===== config.mk =====
export PLATFORM = sky130hd
export DESIGN_NAME = data_bus_arbiter_flat
export DESIGN_NICKNAME = d
export VERILOG_FILES = /design/src/rtl/data_bus_arbiter_if.sv /design/src/rtl/data_bus_arbiter.sv /design/src/flat_wrapper.sv
export SDC_FILE = /design/constraint.sdc
export NUM_CORES = 1
export LEC_CHECK = 0
export CORE_ASPECT_RATIO = 0.6
export CORE_UTILIZATION = 45
export DETAILED_ROUTE_END_ITERATION = 10
export HOLD_SLACK_MARGIN = 0.12
export PLACE_DENSITY = 0.7
export SKIP_CTS_REPAIR_TIMING = 1
export SLEW_MARGIN = 10
export SYNTH_ARGS = -nofsm -noshare
export SYNTH_HDL_FRONTEND = slang
export SYNTH_SLANG_ARGS = --single-unit
export TNS_END_PERCENT = 30

===== constraint.sdc =====
create_clock -name clk -period 4.1 [get_ports clk]
set_input_delay 0.41 -clock clk [delete_from_list [all_inputs] [get_ports clk]]
set_output_delay 0.41 -clock clk [all_outputs]
set_load 0.05 [all_outputs]

===== src/rtl/data_bus_arbiter_if.sv =====
// Data-bus arbitration signal bundle.
// master: arbiter side (drives slot strobe, grant, tenure id, data phase, grant count).
// slave : requester side (drives the per-board request vector).
//   data_bus_request      requester -> arbiter, bit i = board i wants the data bus
//   addr_data_arbitration arbiter -> requesters, 0 = data-arbitration slot
//   data_bus_gain         one-hot grant, valid only in the arbitration slot
//   grant_id              board number of the current/last tenure owner
//   data_phase            1 in the cycle the winner drives data_bus
//   transfer_count        saturating number of grants since reset
interface data_bus_arbiter_if;
  logic [7:0]  data_bus_request;
  logic        addr_data_arbitration;
  logic [7:0]  data_bus_gain;
  logic [2:0]  grant_id;
  logic        data_phase;
  logic [15:0] transfer_count;

  modport master (
    input  data_bus_request,
    output addr_data_arbitration,
    output data_bus_gain,
    output grant_id,
    output data_phase,
    output transfer_count
  );

  modport slave (
    output data_bus_request,
    input  addr_data_arbitration,
    input  data_bus_gain,
    input  grant_id,
    input  data_phase,
    input  transfer_count
  );
endinterface


===== src/rtl/data_bus_arbiter.sv =====
// Round-robin data-bus arbiter.
// Each bus cycle runs ADDR (ADDR_CYCLES cycles) -> DARB (1 cycle). A request seen in DARB
// produces a combinational one-hot grant, then ID (winner drives data_bus_id) and DATA
// (winner drives data_bus) follow before returning to ADDR. An empty DARB goes back to ADDR.
// Ports:
//   clk  rising-edge clock
//   rst  asynchronous active-low reset
//   bus  data_bus_arbiter_if.master (request in; slot strobe, grant, id, data phase, count out)
module data_bus_arbiter #(
  parameter int unsigned ADDR_CYCLES = 1,  // 1..4
  parameter int unsigned NUM_REQ     = 8
) (
  input  logic                   clk,
  input  logic                   rst,
  data_bus_arbiter_if.master     bus
);

  localparam logic [1:0] StAddr = 2'd0;
  localparam logic [1:0] StDarb = 2'd1;
  localparam logic [1:0] StId   = 2'd2;
  localparam logic [1:0] StData = 2'd3;

  localparam logic [1:0]  LastPhase = 2'(ADDR_CYCLES - 1);
  localparam logic [15:0] CountMax  = 16'hFFFF;

  logic [1:0]  state_q, state_d;
  logic [1:0]  phase_q, phase_d;
  logic [2:0]  ptr_q, ptr_d;
  logic [2:0]  gid_q, gid_d;
  logic [15:0] count_q, count_d;

  logic [7:0]  req_valid;
  logic        win_valid;
  logic [2:0]  win_idx;
  logic [2:0]  cand;
  logic        grant;

  // Boards at or above NUM_REQ are not populated.
  always_comb begin
    req_valid = 8'h00;
    for (int unsigned i = 0; i < 8; i++) begin
      req_valid[i] = bus.data_bus_request[i] && (i < NUM_REQ);
    end
  end

  // Search from the highest offset down so the last hit is the one closest to ptr_q.
  always_comb begin
    win_valid = 1'b0;
    win_idx   = 3'd0;
    cand      = 3'd0;
    for (int k = 7; k >= 0; k--) begin
      cand = ptr_q + 3'(k);
      if (req_valid[cand]) begin
        win_valid = 1'b1;
        win_idx   = cand;
      end
    end
  end

  always_comb begin
    state_d = state_q;
    phase_d = phase_q;
    ptr_d   = ptr_q;
    gid_d   = gid_q;
    count_d = count_q;
    grant   = 1'b0;
    case (state_q)
      StAddr: begin
        if (phase_q == LastPhase) begin
          phase_d = 2'd0;
          state_d = StDarb;
        end else begin
          phase_d = phase_q + 2'd1;
        end
      end
      StDarb: begin
        if (win_valid) begin
          grant   = 1'b1;
          state_d = StId;
          ptr_d   = win_idx + 3'd1;  // wraps 7 -> 0
          gid_d   = win_idx;
          if (count_q != CountMax) begin
            count_d = count_q + 16'd1;
          end
        end else begin
          state_d = StAddr;
        end
      end
      StId:    state_d = StData;
      StData:  state_d = StAddr;
      default: state_d = StAddr;
    endcase
  end

  always_ff @(posedge clk or negedge rst) begin
    if (!rst) begin
      state_q <= StAddr;
      phase_q <= 2'd0;
      ptr_q   <= 3'd0;
      gid_q   <= 3'd0;
      count_q <= 16'd0;
    end else begin
      state_q <= state_d;
      phase_q <= phase_d;
      ptr_q   <= ptr_d;
      gid_q   <= gid_d;
      count_q <= count_d;
    end
  end

  // Outputs decode straight from state so an asynchronous reset drops them at once.
  assign bus.addr_data_arbitration = (state_q != StDarb);
  assign bus.data_bus_gain         = grant ? (8'd1 << win_idx) : 8'd0;
  assign bus.grant_id              = gid_q;
  assign bus.data_phase            = (state_q == StData);
  assign bus.transfer_count        = count_q;

endmodule


===== src/flat_wrapper.sv =====
// flat-port wrapper written by rule: the top's interface ports become plain ports
module data_bus_arbiter_flat 
#(
  parameter int unsigned ADDR_CYCLES = 1,         
  parameter int unsigned NUM_REQ     = 8
)
  (clk, rst, bus_data_bus_request, bus_addr_data_arbitration, bus_data_bus_gain, bus_grant_id, bus_data_phase, bus_transfer_count);
  data_bus_arbiter_if bus_i ();
  input  logic clk;
  input  logic rst;
  input wire logic [$bits(bus_i.data_bus_request)-1:0] bus_data_bus_request;
  output wire logic [$bits(bus_i.addr_data_arbitration)-1:0] bus_addr_data_arbitration;
  output wire logic [$bits(bus_i.data_bus_gain)-1:0] bus_data_bus_gain;
  output wire logic [$bits(bus_i.grant_id)-1:0] bus_grant_id;
  output wire logic [$bits(bus_i.data_phase)-1:0] bus_data_phase;
  output wire logic [$bits(bus_i.transfer_count)-1:0] bus_transfer_count;
  assign bus_i.data_bus_request = bus_data_bus_request;
  assign bus_addr_data_arbitration = bus_i.addr_data_arbitration;
  assign bus_data_bus_gain = bus_i.data_bus_gain;
  assign bus_grant_id = bus_i.grant_id;
  assign bus_data_phase = bus_i.data_phase;
  assign bus_transfer_count = bus_i.transfer_count;
  data_bus_arbiter #(.ADDR_CYCLES(ADDR_CYCLES), .NUM_REQ(NUM_REQ)) u_core (.clk(clk), .rst(rst), .bus(bus_i));
endmodule

Word-level counts from Yosys, hierarchy flattened
Index checks and enable logic that the tools add are counted.
{ "op_classes": {"n_reduce_logical": 4, "shifts": 1, "mux": 39, "n_lt_le_gt_ge": 8, "addsub": 10, "n_eq_ne": 6} }
{ "op_table": {"columns": ["op", "count"], "rows": [
  ["less-than comparator 3 x 4 -> 1 bit, second input constant", 8],
  ["binary-select mux 1 bit (select 3 bit)", 8],
  ["2-to-1 mux 3 bit", 8],
  ["2-to-1 mux 1 bit", 18],
  ["adder 16 x 1 -> 16 bit, second input constant", 1],
  ["!= test 16 bit, second input constant", 1],
  ["adder 3 bit, second input constant", 4],
  ["2-to-1 mux 8 bit", 1],
  ["one-hot mux 2 bit (4 select lines)", 1],
  ["left shift 1 x 3 -> 8 bit, first input constant", 1],
  ["adder 3 x 1 -> 3 bit, second input constant", 2],
  ["adder 3 x 2 -> 3 bit, second input constant", 2],
  ["2-to-1 mux 2 bit", 3],
  ["equality test 2 bit, second input constant", 2],
  ["zero test 2 bit", 2],
  ["!= test 2 x 1 -> 1 bit, second input constant", 2],
  ["AND reduction 3 bit", 1],
  ["adder 2 x 1 -> 2 bit, second input constant", 1],
  ["equality test 2 x 1 -> 1 bit, second input constant", 1],
  ["AND reduction 2 bit", 1]
]} }
{ "totals": {"register_bits": 26, "output_inout_bits": 29, "elab_cells": 73, "inputBits": 10} }

Depth between registers and ports, before layout
Gate-level depths: netlist (run 1).
{ "depth": {"ltp_word": 14, "ltp_mapped": 14, "depth_no_buf": 12} }

Worst setup path before layout (run 1)
Ideal clock, no wire load.
{ "synth_timing": {"kind": "register -> output", "from": "register u_core.ptr_q[0]", "to": "output bus_data_bus_gain[3]", "slack_ps": 50, "arrival_ps": 3640, "n_path_buf": 3, "required_ps": 3690, "stages_incl_launch_ff": 12, "cell_sequence": "dfrtp_1 -> buf_6 -> buf_2 -> inv_1 -> ha_1 -> buf_1 -> mux4_2 -> a22oi_1 -> o21ai_1 -> o211ai_1 -> nand3_1 -> nor3_1"} }
{ "synth_between": {"elab_chain_cells": 14, "elab_cells_between_ends": 43, "cone_classes": "7 x add/sub; 1 x shift; 35 x mux"} }
{ "synth_lines": {"columns": ["element", "line_no", "rtl"], "rows": [
  ["start: declaration", "data_bus_arbiter.sv:28", "logic [2:0] ptr_q, ptr_d;"],
  ["start signal: assignment", "data_bus_arbiter.sv:105", "ptr_q <= ptr_d;"],
  ["adder 3 bit", "data_bus_arbiter.sv:52", "cand = ptr_q + 3'(k);"],
  ["binary-select mux 1 bit (select 3 bit)", "data_bus_arbiter.sv:53", "if (req_valid[cand]) begin"],
  ["2-to-1 mux 1 bit (not written as such)", "data_bus_arbiter.sv:53", null],
  ["2-to-1 mux 1 bit (8 in series)", "data_bus_arbiter.sv:53", null],
  ["2-to-1 mux 1 bit", "data_bus_arbiter.sv:77", "if (win_valid) begin"],
  ["2-to-1 mux 1 bit", "data_bus_arbiter.sv:67", "case (state_q)"],
  ["2-to-1 mux 8 bit *", "data_bus_arbiter.sv:113", "assign bus.data_bus_gain = grant ? (8'd1 << win_idx) : 8'd0;"],
  ["end: declaration", "flat_wrapper.sv:13", "output wire logic [$bits(bus_i.data_bus_gain)-1:0] bus_data_bus_gain;"]
]} }
Mark *: on every way between the ends. The rest lies on a longest branch, timed or not. The select of a mux whose other input is x is not followed.

Worst setup path after layout (run 1)
{ "layout_timing": {"from": "register u_core.ptr_q[1]", "to": "output bus_data_bus_gain[3]"} }
Same word-level chain as after synthesis.

==> results of run 1 <==
-- layout by cell type, fill, tap and decap left out, drive strengths merged, types with 2 or more instances in the layout --
| cell type | instances |
|---|---|
| clkdlybuf4s50 | 30 |
| dfrtp | 26 |
| nand2 | 19 |
| xnor2 | 15 |
| inv | 13 |
| mux2 | 13 |
| mux4 | 12 |
| o21ai | 11 |
| nor2 | 10 |
| nand3 | 10 |
| buf | 10 |
| ha | 8 |
| and2 | 7 |
| mux2i | 6 |
| nor3 | 5 |
| and3 | 4 |
| a22oi | 4 |
| a21oi | 4 |
| a31oi | 4 |
| nand4 | 3 |
| clkbuf | 3 |
| a21o | 2 |
| nor4 | 2 |
| and4 | 2 |
| xor2 | 2 |
-- sequential cells by signal (all words and copies together) (netlist names), named ones only --
name / cells
u_core.bus.grant_id: 3
u_core.bus.transfer_count: 16
u_core.phase_q: 2
u_core.ptr_q: 3
u_core.state_q: 1
-- critical path: cells and delay by family (launching register included) --
family / cells / cell delay [ns]
buffers and inverters: 2 / 0.35
adders and majority gates: 1 / 0.54
DFF: 1 / 0.53
muxes: 1 / 0.36
AOI/OAI and AO/OA: 3 / 0.61
and+or+nand+nor: 2 / 0.66
-- worst paths after layout --
path,slack [ns],end,startpoint,cells after the start
min,0.36,u_core.bus.transfer_count[12],rst,1
max reg2reg,1.05,u_core.ptr_q[2],u_core.ptr_q[1],10
min in group clk,0.49,u_core.state_q[0],u_core.state_q[0],1
min reg2reg,0.49,u_core.state_q[0],u_core.state_q[0],1
max,0.36,bus_data_bus_gain[3],u_core.ptr_q[1],9
max in group asynchronous,3.20,u_core.bus.transfer_count[1],rst,2
-- cell type report --
cell class                      count  area share [%]
Tap cell                           60            2.85
Timing Repair Buffer               40            17.6
Inverter                           13            1.85
Clock buffer                        3            1.57
Multi-Input combinational cell    157            51.4
Sequential cell                    26            24.7
-- routing by layer --
metal | GRT usage, % | part of all wire (%) | vias to the layer above
met1 | 32.8 | 53 | 795
met5 | 0 | 0 | -
li1 | - | - | 825
met3 | 4.72 | 7.2 | 5
met2 | 29.9 | 39 | 63
met4 | 5.91 | 0.84 | 0
-- where the power goes --
part	internal, W	switching (W)	total, W
combinational	0.000676	0.000874	0.00155
sequential	0.000312	0.0000899	0.000402
clock	0.0000658	0.0000750	0.000141
-- logic make-up (layout without fill, tap and decap cells) --
family | after synthesis | in the layout | synth area share [%]
and+or+nand+nor | 67 | 67 | 17.2
AOI/OAI and AO/OA | 34 | 34 | 11.5
muxes | 31 | 31 | 23.3
DFF | 26 | 26 | 31.1
buffers and inverters | 21 | 56 | 4.36
xor gates and xnor gates | 17 | 17 | 7.83
adders and majority gates | 8 | 8 | 4.78
-- through the flow --
step           utilization [%]  worst slack [ns]
4_1_cts                   61.5             0.236
3_5_place_dp              60.5             0.534
2_1_floorplan                -            0.0496
6_report                  61.5             0.357
3_3_place_gp              60.5             0.585
5_1_grt                   61.5             0.128
==> summary.txt, run 1 <==
Place
  – Dpl cell area: 2590 sq um
  – Routability-driven placement congestion ratio: 0.902
  – Post-placement cell count: 296
  – PortBufs: 38
  – Post-DP HPWL: 3.73 mm

Critical path
  – Crit-path max FO: 12
  – CP Data Arrival Time: 3.33 ns
  – Slowest-stage cell, CP: ha_2
  – CP Class: register to primary output
  – CP Data Required Time: 3.69 ns
  – Startpoint Class: register
  – CP max stage delay: 0.54 ns
  – Crit. End Element: primary output
  – CP Cell Sequence: inv_2, ha_2, mux4_2, a22oi_1, o21ai_1, o211ai_1, nand3_1, nor3_1, buf_12

Clocking
  – H-Tree Depth: 1
  – CTS sink count: 26
  – CTS tree: yes
  – CTS clk-pin slew, worst paths: 0.08 ns
  – Clk buf depth: 2
  – Root Buffer: clkbuf_8
  – Clock latency on the worst-skew pair: 0.27 ns
  – Num CTS Buffers: 3

Floorplan
  – DIE AREA: 4940 sq um
  – # rows: 18
  – Initial Util: 48.9%
  – Placeable Area: 4280 sq um
  – Die Ht: 54.8 um
  – Die width: 90.1 um
  – Ports: 39

Finish
  – Register Area: 651 sq um
  – ANT cells: 0
  – Final net count: 259
  – Area growth from synthesis to layout: 25.7%
  – Layout cells sized above 1: 20.5%
  – Finished Layout Cells: 299
  – Multi-input gate area: 1360 sq um
  – Fillers: 364
  – Final Cell Area: 2630 sq um

Yosys
  – Yosys warns: 0
  – Sequential area share after synthesis: 31.1%
  – Cell variety after synth: 48
  – Yosys top cell area share: 31.1%
  – Fraction of registers with async set/reset: 100%
  – Synthesized Nets: 222
  – Synth Instances: 204
  – Number of synthesized flops with an enable pin: 0
  – Avg Cell Area, Syn: 10.3 sq um
  – Synth Cell Area: 2090 sq um
  – Most frequent cell after synthesis: dfrtp_1
  – Dominant cell type by area after synthesis: dfrtp_1
  – Post-synth top cells: dfrtp_1 (26), nand2_1 (19), xnor2_1 (13), mux4_2 (12)
  – Top FF cell, synth: dfrtp_1
  – Synth area leaders: dfrtp_1 (31%), mux4_2 (13%), xnor2_1 (5.4%), mux2_2 (5.4%), ha_1 (4.8%)
  – Synth Register Bits: 26

STA
  – Hold_ws: 0.361 ns
  – Relative slew margins: 64.4%
  – Final Cycle Share: 91.3%
  – Final Max Slew Viols: 0
  – RSZ-0062 raised after global routing: no
  – Final min period: 3.74 ns
  – Peak Freq: 0.267 GHz
  – Clock Skews: 0.00122 ns
  – Setup TNS: 0 ns
  – Worst-Margin Slew: 0.535 ns
  – Final Hold Fails: 0
  – Final setup fails: 0

Routing
  – Via count: 1688
  – DR WL/cell: 15.9 um
  – Antenna-violating nets left: 0
  – Wirelength, routed: 4.75 mm
  – Iter 0 DRT Violations: 99
  – Via-to-Cell Ratio: 5.65
  – First-pass DRT Iterations: 4
  – # DRC: 0

Worst hold path
  – Worst min path class: input port to asynchronous set/reset pin

Global routing
  – Global route overflow: 0
  – Global-route wire length before repair: 8.09 mm
  – Largest net degree at the start of global routing: 22
  – Initial antenna violation count: 0
  – Number of global-route vias before repair: 1591
  – GR Util All Layers: 21.4%

Flow run
  – Max-capacitance violation count: 0

Pwr
  – Tot Pwr: 0.00209 W
  – Peak supply drop: 441 uV
  – PD cells: 794 nW/um^2
  – Static Leakage: 1.06 nW

Status
  – Outcome: complete, no violations
No activity file was read; power rests on OpenSTA's default activity.
==> run 2, diff against run 1 <==
--- a/config.mk
+++ b/config.mk
@@ -7,6 +7,7 @@
 export LEC_CHECK = 0
 export CORE_ASPECT_RATIO = 0.6
 export CORE_UTILIZATION = 45
+export CTS_CLUSTER_SIZE = 14
 export DETAILED_ROUTE_END_ITERATION = 10
 export HOLD_SLACK_MARGIN = 0.12
 export PLACE_DENSITY = 0.7
==> results of run 2 <==
Final layout, timing and power as in run 1 (identical DEF).
==> run 3, diff against run 2 <==
--- a/config.mk
+++ b/config.mk
@@ -6,11 +6,10 @@
 export NUM_CORES = 1
 export LEC_CHECK = 0
 export CORE_ASPECT_RATIO = 0.6
-export CORE_UTILIZATION = 45
+export CORE_UTILIZATION = 40
 export CTS_CLUSTER_SIZE = 14
 export DETAILED_ROUTE_END_ITERATION = 10
 export HOLD_SLACK_MARGIN = 0.12
-export PLACE_DENSITY = 0.7
 export SKIP_CTS_REPAIR_TIMING = 1
 export SLEW_MARGIN = 10
 export SYNTH_ARGS = -nofsm -noshare
==> run 3 against run 2 <==
Net effect: sequential share of layout area down 0.082 points; clock power about the same; non-clock buffer count up 1; utilization down 6.5 points; critical path depth unchanged; clock skew up 0.0017 ns; first-iteration DRC count down 5.1%; sequential cell count unchanged; critical path type unchanged; largest cell class unchanged.
==> summary.txt, run 3 (synthesis gave the netlist of run 1 again) <==
Routing
  – Wire length on met2: 1.74 mm (was 1.84 mm)
  – Highest metal layer with signal wires: met3 (was met4)
  – Via count: 1664 (was 1688)
  – Routed met1 length: 2.59 mm (was 2.52 mm)
  – # DRC: 0 (unchanged)
  – Via-to-Cell Ratio: 5.49 (was 5.65)
  – Iter 0 DRT Violations: 94 (was 99)
  – First-pass DRT Iterations: 4 (unchanged)
  – DR WL/cell: 15.2 um (was 15.9 um)
  – Wirelength, routed: 4.60 mm (was 4.75 mm)
  – Routed wl met3: 272 um (was 344 um)
  – Antenna-violating nets left: 0 (unchanged)

Finish
  – Commonest cells after routing, fill and taps aside: clkdlybuf4s50_1 (30), dfrtp_1 (26), nand2_1 (19) (unchanged)
  – Commonest non-fill, non-tap cell in the layout: clkdlybuf4s50_1 (unchanged)
  – Register Area: 651 sq um (unchanged)
  – Multi-input gate area: 1350 sq um (was 1360 sq um)
  – Layout cells sized above 1: 20.4% (was 20.5%)
  – ANT cells: 0 (unchanged)
  – Fillers: 443 (was 364)
  – Max reg flops: 16 (unchanged)
  – Final cell utilization of the core: 55.0% (was 61.5%)
  – Area growth from synthesis to layout: 26.2% (was 25.7%)
  – Final net count: 260 (was 259)
  – Final Cell Area: 2640 sq um (was 2630 sq um)

STA
  – Final min period: 3.77 ns (was 3.74 ns)
  – Relative slew margins: 57.4% (was 64.4%)
  – Final setup fails: 0 (unchanged)
  – Final Hold Fails: 0 (unchanged)
  – Final Max Slew Viols: 0 (unchanged)
  – RSZ-0062 raised after global routing: no (unchanged)
  – Final Cycle Share: 91.9% (was 91.3%)
  – Setup TNS: 0 ns (unchanged)
  – Clock Skews: 0.00288 ns (was 0.00122 ns)
  – Final Worst Setup Slack: 0.334 ns (was 0.357 ns)
  – Worst-Margin Slew: 0.639 ns (was 0.535 ns)
  – Peak Freq: 0.266 GHz (was 0.267 GHz)

Clocking
  – Num CTS Buffers: 3 (unchanged)
  – Root Buffer: clkbuf_8 (unchanged)
  – CTS clk-pin slew, worst paths: 0.08 ns (about the same)
  – Clock latency on the worst-skew pair: 0.26 ns (was 0.27 ns)
  – CTS sink count: 26 (unchanged)
  – CTS tree: yes (unchanged)
  – H-Tree Depth: 1 (unchanged)
  – Clk buf depth: 2 (unchanged)

Place
  – Pre-CTS WS: 0.612 ns (was 0.534 ns)
  – Post-DP HPWL: 3.59 mm (was 3.73 mm)
  – PortBufs: 38 (unchanged)
  – Dpl cell area: 2600 sq um (was 2590 sq um)
  – Routability-driven placement congestion ratio: 0.855 (was 0.902)

Global routing
  – Global-route wire length before repair: 7.49 mm (was 8.09 mm)
  – GR Util All Layers: 17.4% (was 21.4%)
  – Largest net degree at the start of global routing: 27 (was 22)
  – Number of global-route vias before repair: 1454 (was 1591)
  – Initial antenna violation count: 0 (unchanged)
  – Global route overflow: 0 (unchanged)

Pwr
  – Peak supply drop: 287 uV (was 441 uV)
  – Static Leakage: 1.07 nW (was 1.06 nW)
  – PD cells: 798 nW/um^2 (was 794 nW/um^2)

Floorplan
  – Placeable Area: 4800 sq um (was 4280 sq um)
  – Ports: 39 (unchanged)
  – DIE AREA: 5540 sq um (was 4940 sq um)
  – Initial Util: 43.6% (was 48.9%)
  – Die width: 95.4 um (was 90.1 um)
  – Die Ht: 58.1 um (was 54.8 um)
  – # rows: 19 (was 18)

Critical path
  – Crit. End Element: primary output (unchanged)
  – CP Data Arrival Time: 3.36 ns (was 3.33 ns)
  – CP Data Required Time: 3.69 ns (about the same)
  – Startpoint Class: register (unchanged)
  – Crit-path max FO: 12 (unchanged)
  – CP Class: register to primary output (unchanged)

Status
  – Outcome: complete, no violations (unchanged)

Worst hold path
  – Worst min path class: register to register (was input port to asynchronous set/reset pin)

Flow run
  – Max-capacitance violation count: 0 (unchanged)
## run 3: through the flow
step	power, W	instances	hold WS [ns]
4_1_cts	0.00210	303	0.494
5_1_grt	0.00226	303	0.516
3_3_place_gp	0.00195	300	0.481
6_report	0.00211	303	0.490
2_1_floorplan	0.00162	204	0.114
3_5_place_dp	0.00195	300	0.483
## run 3: worst paths after layout
check / slack, ns / to / startpoint / cells past startpoint
worst max-delay path: 0.33 / bus_data_bus_gain[3] / u_core.ptr_q[0] / 9
worst min-delay path: 0.49 / u_core.state_q[0] / u_core.state_q[0] / 1
worst max register to register: 1.03 / u_core.ptr_q[2] / u_core.ptr_q[1] / 11
worst min register to register: 0.49 / u_core.state_q[0] / u_core.state_q[0] / 1
max in group asynchronous: 3.35 / u_core.bus.transfer_count[4] / rst / 2
min in group asynchronous: 0.50 / u_core.bus.transfer_count[11] / rst / 2
## run 3: power breakdown
part	internal, W	switching (W)
clock	0.0000657	0.0000730
sequential	0.000313	0.0000759
combinational	0.000684	0.000896
total	0.00106	0.00105
## run 3: cell type report
type                       count  share of cell area, %
timing repair buffer          41                   17.8
clock buffer                   3                   1.56
multi-input combinational    157                   51.2
inverter                      13                   1.85
sequential                    26                   24.6
tap                           63                   2.98
## run 3: worst max-delay path, cell delays in order, from the launching register on
cell	delay, ns
dfrtp_1	0.45
inv_1	0.12
ha_1	0.66
mux4_2	0.41
a22oi_1	0.21
nand2_1	0.09
a31oi_1	0.31
nand3_1	0.28
nor3_1	0.38
buf_12	0.19
## run 3: metal layers
layer / track usage, % / vias up
li1: - / 822
met1: 30.4 / 791
met2: 21.8 / 51
met3: 3.94 / 0
met4: 0.640 / 0
met5: 0 / -
